### config.mk
export PLATFORM = sky130hd
export DESIGN_NAME = surf_led_charlieplex
export DESIGN_NICKNAME = d
export VERILOG_FILES = /design/src/rtl/surf_led_charlieplex.sv
export SDC_FILE = /design/constraint.sdc
export NUM_CORES = 1
export LEC_CHECK = 0
export ABC_AREA = 0
export CAP_MARGIN = 0
export CORE_ASPECT_RATIO = 0.5
export CORE_MARGIN = 1.5
export CORE_UTILIZATION = 45
export CTS_BUF_LIST = sky130_fd_sc_hd__clkbuf_4 sky130_fd_sc_hd__clkbuf_8 sky130_fd_sc_hd__clkbuf_16
export DETAILED_ROUTE_END_ITERATION = 12
export PLACE_DENSITY = 0.75
export SKIP_CTS_REPAIR_TIMING = 1
export SLEW_MARGIN = 30
export SYNTH_ARGS = -nofsm -noshare
export SYNTH_HDL_FRONTEND = slang
export SYNTH_SLANG_ARGS = --single-unit
### constraint.sdc
create_clock -name clk_i -period 1.9 [get_ports clk_i]
set_input_delay 0.475 -clock clk_i [delete_from_list [all_inputs] [get_ports clk_i]]
set_output_delay 0.475 -clock clk_i [all_outputs]
set_load 0.02 [all_outputs]
### src/rtl/surf_led_charlieplex.sv
// Charlieplexed LED scanner with a small Wishbone register file.
// Per-LED override, sticky capture and blink; one LED lit per scan slot.
module surf_led_charlieplex #(
  parameter int NPINS      = 4,
  parameter int DWELL      = 16,
  parameter int BLINK_BITS = 24
) (
  input  logic                         clk_i,
  input  logic                         rst_i,
  input  logic                         wb_cyc_i,
  input  logic                         wb_stb_i,
  input  logic                         wb_we_i,
  input  logic [4:0]                   wb_adr_i,
  input  logic [31:0]                  wb_dat_i,
  output logic [31:0]                  wb_dat_o,
  output logic                         wb_ack_o,
  input  logic [NPINS*(NPINS-1)-1:0]   internal_led_i,
  output logic [NPINS-1:0]             led_o,
  output logic [NPINS-1:0]             led_oe_o
);
  localparam int NLEDS = NPINS * (NPINS - 1);
  localparam int SW    = $clog2(NLEDS);
  localparam int DW    = $clog2(DWELL);

  logic [NLEDS-1:0]      ovr_en_q, ovr_en_d;
  logic [NLEDS-1:0]      ovr_val_q, ovr_val_d;
  logic [NLEDS-1:0]      blink_en_q, blink_en_d;
  logic [NLEDS-1:0]      sticky_en_q, sticky_en_d;
  logic [NLEDS-1:0]      sticky_q, sticky_d;
  logic                  ack_q, ack_d;
  logic [31:0]           dat_q, dat_d;
  logic [BLINK_BITS-1:0] blink_q, blink_d;
  logic [DW-1:0]         dwell_q, dwell_d;
  logic [SW-1:0]         slot_q, slot_d;
  logic                  hold_q, hold_d;
  logic [NPINS-1:0]      led_q, led_d;
  logic [NPINS-1:0]      oe_q, oe_d;

  logic                  access, wr, dwell_last;
  logic [NLEDS-1:0]      wdat, clr, eff, disp;
  logic [31:0]           rdat;
  logic [NPINS-1:0]      map_oe, map_led;
  logic                  unused_bits;

  assign unused_bits = ^{wb_adr_i[1:0], wb_dat_i[31:NLEDS]};

  assign access = wb_cyc_i & wb_stb_i & ~ack_q;
  assign wr     = access & wb_we_i;
  assign wdat   = wb_dat_i[NLEDS-1:0];

  assign eff  = (ovr_en_q & ovr_val_q)
              | (~ovr_en_q & sticky_en_q & sticky_q)
              | (~ovr_en_q & ~sticky_en_q & internal_led_i);
  assign disp = eff & (~blink_en_q | {NLEDS{blink_q[BLINK_BITS-1]}});

  always_comb begin
    ovr_en_d    = ovr_en_q;
    ovr_val_d   = ovr_val_q;
    blink_en_d  = blink_en_q;
    sticky_en_d = sticky_en_q;
    clr         = '0;
    if (wr) begin
      unique case (wb_adr_i[4:2])
        3'd0:    ovr_en_d    = wdat;
        3'd1:    ovr_val_d   = wdat;
        3'd2:    blink_en_d  = wdat;
        3'd3:    sticky_en_d = wdat;
        3'd4:    clr         = wdat;
        default: ;
      endcase
    end
    // a capture in the same cycle as a clear must not be lost
    sticky_d = (sticky_q & ~clr) | internal_led_i;

    rdat = '0;
    unique case (wb_adr_i[4:2])
      3'd0:    rdat = 32'(ovr_en_q);
      3'd1:    rdat = 32'(ovr_val_q);
      3'd2:    rdat = 32'(blink_en_q);
      3'd3:    rdat = 32'(sticky_en_q);
      3'd4:    rdat = 32'(eff);
      3'd5:    rdat = {16'd0, 8'(NLEDS), 8'(NPINS)};
      default: ;
    endcase
    dat_d = access ? rdat : dat_q;
    ack_d = access;
  end

  always_comb begin
    map_oe  = '0;
    map_led = '0;
    for (int a = 0; a < NPINS; a++) begin
      for (int j = 0; j < NPINS - 1; j++) begin
        if (slot_q == SW'(a * (NPINS - 1) + j)) begin
          map_oe  = NPINS'(1 << a) | NPINS'(1 << ((j < a) ? j : j + 1));
          map_led = NPINS'(1 << a);
        end
      end
    end
  end

  always_comb begin
    blink_d    = blink_q + BLINK_BITS'(1);
    dwell_last = (dwell_q == DW'(DWELL - 1));
    dwell_d    = dwell_last ? '0 : dwell_q + DW'(1);
    slot_d     = slot_q;
    if (dwell_last)
      slot_d = (slot_q == SW'(NLEDS - 1)) ? '0 : slot_q + SW'(1);
    hold_d = dwell_last ? disp[slot_d] : hold_q;
    // first cycle of every slot is blank: break-before-make
    oe_d  = '0;
    led_d = '0;
    if (dwell_q != '0 && hold_q) begin
      oe_d  = map_oe;
      led_d = map_led;
    end
  end

  always_ff @(posedge clk_i or negedge rst_i) begin
    if (!rst_i) begin
      ovr_en_q    <= '0;
      ovr_val_q   <= '0;
      blink_en_q  <= '0;
      sticky_en_q <= '0;
      sticky_q    <= '0;
      ack_q       <= 1'b0;
      dat_q       <= '0;
      blink_q     <= '0;
      dwell_q     <= '0;
      slot_q      <= '0;
      hold_q      <= 1'b0;
      led_q       <= '0;
      oe_q        <= '0;
    end else begin
      ovr_en_q    <= ovr_en_d;
      ovr_val_q   <= ovr_val_d;
      blink_en_q  <= blink_en_d;
      sticky_en_q <= sticky_en_d;
      sticky_q    <= sticky_d;
      ack_q       <= ack_d;
      dat_q       <= dat_d;
      blink_q     <= blink_d;
      dwell_q     <= dwell_d;
      slot_q      <= slot_d;
      hold_q      <= hold_d;
      led_q       <= led_d;
      oe_q        <= oe_d;
    end
  end

  assign wb_ack_o = ack_q & wb_cyc_i;
  assign wb_dat_o = dat_q;
  assign led_o    = led_q;
  assign led_oe_o = oe_q;
endmodule

Word level (Yosys, flattened, before mapping):

Index checks and enable logic that the tools add are counted.

* register bits: 134
* input bits: 54
* output and inout port bits: 41
* word-level logic and storage cells: 96

* add/sub/neg operators: 3
* $lt $le $gt $ge: 1
* eq/ne operators: 17
* muxes and demuxes: 34
* bitwise operators: 20
* reductions and logical operators: 8

Operator list (number)
* 4-bit 2-to-1 mux: 27
* 12-bit AND: 7
* 12-bit one-hot mux with 6 select lines: 1
* 12-bit inverter: 4
* 12-bit OR: 4
* 24-bit by 1-bit adder with 24-bit output (second input constant): 1
* 12-bit 2-to-1 mux: 2
* 4-bit == test (second input constant): 5
* 4-bit by 3-bit == test with 1-bit output (second input constant): 4
* 4-bit by 1-bit adder with 4-bit output (second input constant): 2
* 4-bit by 2-bit == test with 1-bit output (second input constant): 2
* 2-bit AND reduction: 4
* 3-bit by 2-bit == test with 1-bit output (second input constant): 2
* 3-bit == test (second input constant): 2
* 4-bit by 5-bit less-than comparator with 1-bit output (second input constant): 1
* 1-bit AND: 4
* 1-bit binary-select mux with 4-bit select: 1
* 4-bit by 1-bit == test with 1-bit output (second input constant): 1
* 4-bit logical NOT: 1
* 4-bit nonzero test: 1
* 3-bit by 1-bit == test with 1-bit output (second input constant): 1
* 3-bit logical NOT: 1
* 1-bit 2-to-1 mux: 2
* 2-bit 2-to-1 mux: 1
* other kinds (2): 2

Longest topological paths before layout:

* depth in word-level cells: 14
* depth in mapped cells: 8
* gate-level depth less buffers: 8

Worst setup path before layout:

Ideal clock, no wire load.

* kind: input-to-reg
* from: input wb_cyc_i
* to: register ovr_val_q[10]
* arrival time: 1997 ps
* data required time: 1775 ps
* setup slack: -221 ps
* stages on the path: 8
* buffers on the path: 1
* cell sequence: nand2_1 or2_1 inv_2 nand2_1 or2_2 nor3b_2 buf_4 mux2_2

* cells in the longest elaborated chain, start to end: 4

RTL lines
* start: declaration: RTL line 10 `input logic wb_cyc_i,`
* 1-bit AND (2 in series): RTL line 47 `assign access = wb_cyc_i & wb_stb_i & ~ack_q;`
* named net access: RTL line 39 `logic access, wr, dwell_last;`
* 1-bit AND: RTL line 48 `assign wr = access & wb_we_i;`
* 2-bit AND reduction (no source line)
* end signal: assignment: RTL line 136 `ovr_val_q <= ovr_val_d;`
* end: declaration: RTL line 26 `logic [NLEDS-1:0] ovr_val_q, ovr_val_d;`

The timed path passes the listed nets, and every way through them passes these cells.
A chain may end at the register's enable or synchronous reset.

Worst setup path after layout:

* from: register dwell_q[0]
* to: register hold_q

* cells in the longest elaborated chain, start to end: 4

RTL lines
* start: declaration: RTL line 33 `logic [DW-1:0] dwell_q, dwell_d;`
* start signal: assignment: RTL line 143 `dwell_q <= dwell_d;`
* 4-bit == test *: RTL line 104 `dwell_last = (dwell_q == DW'(DWELL - 1));`
* 4-bit 2-to-1 mux: RTL line 107 `if (dwell_last)`
* 1-bit binary-select mux with 4-bit select: RTL line 109 `hold_d = dwell_last ? disp[slot_d] : hold_q;`
* 1-bit 2-to-1 mux (not written as such): RTL line 109
* end signal: assignment: RTL line 145 `hold_q <= hold_d;`
* end: declaration: RTL line 35 `logic hold_q, hold_d;`

Mark *: on every way between the ends. The rest lies on a longest branch, timed or not. The select of a mux whose other input is x is not followed.

==> flow_metrics.tcl <==
set metrics [dict create \
    crit_type "reg2reg" \
    hp-class "in2async" \
    vias 4401 \
    worstMarginPinSlew_ns 0.612 \
    routed_wirelength_um 14800 \
    top_usage_layer "met2" \
    drive_above_1_share 0.296 \
    cp.arrival_ns 2.49 \
    fmaxAchievable_mhz 467 \
    synth_area_um2 5730 \
    syn_area_per_cell_um2 11.5 \
    outcome "finished, violations left" \
    fin_skew_ns 0.0101 \
    synth_edf_count 0 \
    synthFlopType "dfrtp_1" \
    instances_no_fill 796 \
    setup_viol_count_final 1 \
    rsz0062_at_grt "true" \
    clkLatencyLatePin_ns 0.42 \
    power_density_nw_per_um2 991 \
    ir_worst_vdd_mv 0.485 \
    drt_first_pass_iters 6 \
    dpl.cell_count 762 \
    critPathLaunchType "register" \
    rows 28 \
    antenna_left 0 \
    vias_per_cell 5.53 \
    ys_async_sr_fraction 1.00 \
    yosys_warnings 0 \
    root_buffer "clkbuf_16" \
    diodes 0 \
    grtUsageTotal 0.230 \
    cts_max_level 4 \
    clock_path_buffers 2 \
    grt_max_degree 115 \
    grt_use_met3 0.0579 \
    finalInstanceArea_um2 7730 \
    dp_hpwl_um 9760 \
    drc 0 \
    violations "setup timing" \
    fin_crit_ns 2.14 \
    grt_first_pass_wirelength_um 23700 \
    hold_viol 0 \
    synth-seq-cells 114 \
    cp-end-kind "register" \
    layout_setup_ws_ns -0.239 \
    dieArea_um2 13500 \
    wl_per_cell_um 18.6 \
    drt_iter0_drc 375 \
    yosysUniqueCellTypes 60 \
    yosysSeqAreaShare 0.498 \
    final_max_slew_viol_count 0 \
    use_met1 0.319 \
    slew_headroom 0.592 \
    placed_area_um2 6950 \
    multi_input_area_um2 2880 \
    use_met2 0.355 \
    clkTransAtPathRegs_ns 0.06 \
    boundaryPins 95 \
    die_h_um 82.8 \
    port_buffers 52 \
    cp.required_ns 2.25 \
    antenna_found_initial 0 \
    gp_congestion 0.848 \
    path_max_fanout 5 \
    cts.sinks 114 \
    power.leakage_nw 3.48 \
    netlist_instances 499 \
    nFillCells 892 \
    max_cap_viol_count 0 \
    dieWidth_um 163 \
    seq_area_um2 2850 \
    area_growth_pct 34.9 \
    nNetsFinal 679 \
    start_util 0.473 \
    grt_overflow 0 \
    numCtsBuffers 17 \
    reg2reg_depth 8 \
    cts_tree "yes" \
    grt_pass1_vias 4358 \
    fin_crit_sh 1.13 \
    core_region_area_um2 12100 \
]
[synth_stat cells (all sizes together), types with 2 or more instances]
cell,number,share of area
nor3,5,0.0052
xnor2,18,0.028
nand3,16,0.016
o22ai,5,0.0055
nand2,43,0.028
nor2,17,0.011
buf,27,0.033
a22o,6,0.0092
a21o,12,0.016
o211ai,4,0.0052
a2111oi,4,0.0085
clkbuf,9,0.0059
ha,7,0.015
and2,3,0.0035
nor3b,3,0.0057
xor2,5,0.0076
a211oi,7,0.0092
and3,4,0.0046
o32ai,4,0.0061
mux2,56,0.11
nand4,5,0.0055
a211o,2,0.0031
nand2b,5,0.0055
mux4,9,0.035
nor2b,17,0.019
a21boi,2,0.0026
o21a,2,0.0026
and4,3,0.0046
o21ai,19,0.017
mux2i,13,0.025
or2,2,0.0022
a21oi,18,0.016
inv,19,0.012
dfrtp,114,0.50
[sequential cells by signal (all words and copies together) (netlist names), 12 cells and up]
signal and cells:
wb_dat_o 12, blink_en_q 12, blink_q 24, ovr_val_q 12, ovr_en_q 12, sticky_q 12, sticky_en_q 12
[path summary, 6_finish.rpt]
| check | from | endpoint | slack [ns] |
|---|---|---|---|
| setup / recovery | dwell_q[0]$_DFF_PN0_ | hold_q$_DFFE_PN0N_ | -0.24 |
| hold / removal | rst_i | blink_q[6]$_DFF_PN0_ | 0.14 |
| setup reg to reg | dwell_q[0]$_DFF_PN0_ | hold_q$_DFFE_PN0N_ | -0.24 |
| hold reg to reg | blink_q[17]$_DFF_PN0_ | blink_q[17]$_DFF_PN0_ | 0.47 |
| max in group asynchronous | rst_i | slot_q[0]$_DFF_PN0_ | 1.26 |
| min in group clk_i | blink_q[17]$_DFF_PN0_ | blink_q[17]$_DFF_PN0_ | 0.47 |
[worst max-delay path, cell delays in order, from the launching register on]
cell	delay (ns)
dfrtp_1	0.42
ha_4	0.19
nand3_4	0.13
nand2_1	0.17
buf_4	0.19
a2111oi_4	0.39
a2111oi_4	0.10
nor4_1	0.36
a211o_1	0.15
[final cells by class]
cell class	count	area share
Clock inverter	15	0.0298
Clock buffer	17	0.0550
Tap cell	165	0.0267
Multi-Input combinational cell	349	0.372
Inverter	19	0.00954
Timing Repair Buffer	117	0.138
Sequential cell	114	0.369
[layer usage]
layer  vias up  wire [um]
li1       1992          -
met1      2225       6760
met2       167       6920
met3        17        933
met4         0        187
met5         -          0
[power by group]
part	internal [mW]	leakage (nW)	switching, mW
combinational	0.663	1.73	0.530
clock	2.34	0.310	1.23
sequential	2.67	1.44	0.232
total	5.67	3.48	1.99
[cells in the final DEF, fill, tap and decap left out, types with 5 or more instances in the layout]
cell             count
a22o_1               6
mux2_2              29
clkdlybuf4s50_1     44
clkbuf_16           17
a21oi_1             18
a211oi_1             7
nand2_1             41
dlymetal6s2s_1       7
xnor2_1             18
nand3_1             15
dfrtp_1            113
nand4_1              5
o21ai_0             19
inv_1               17
buf_6                5
mux2i_1             12
nor2_1              17
xor2_1               5
mux2_4              27
nand2b_1             5
mux4_2               9
a21o_1              12
buf_4               59
bufinv_16            5
nor2b_1             17
conb_1              20
o22ai_1              5
[cells by family after synthesis]
group                    share of synthesized area
flip-flops                                   0.498
AND/OR/NAND/NOR                              0.115
AO/OA/AOI/OAI                                0.115
buffers and inverters                       0.0511
XOR/XNOR                                    0.0351
multiplexers                                 0.170
other                                     0.000654
adder cells (fa/ha/maj)                     0.0153
[stage by stage]
| step | hold WS, ns | utilization | TNS, ns | power (mW) | setup WS [ns] |
|---|---|---|---|---|---|
| after floorplan | 0.179 | - | -2.68 | 3.58 | -0.0922 |
| after global placement | 0.456 | 0.573 | -33.11 | 4.01 | -0.632 |
| after detailed placement | 0.458 | 0.573 | -34.76 | 4.05 | -0.659 |
| after CTS | 0.168 | 0.628 | -7.92 | 7.62 | -0.312 |
| after global routing | 0.187 | 0.638 | -0.968 | 7.94 | -0.308 |
| final | 0.136 | 0.638 | -0.239 | 7.67 | -0.239 |
No activity file was read; power rests on OpenSTA's default activity.
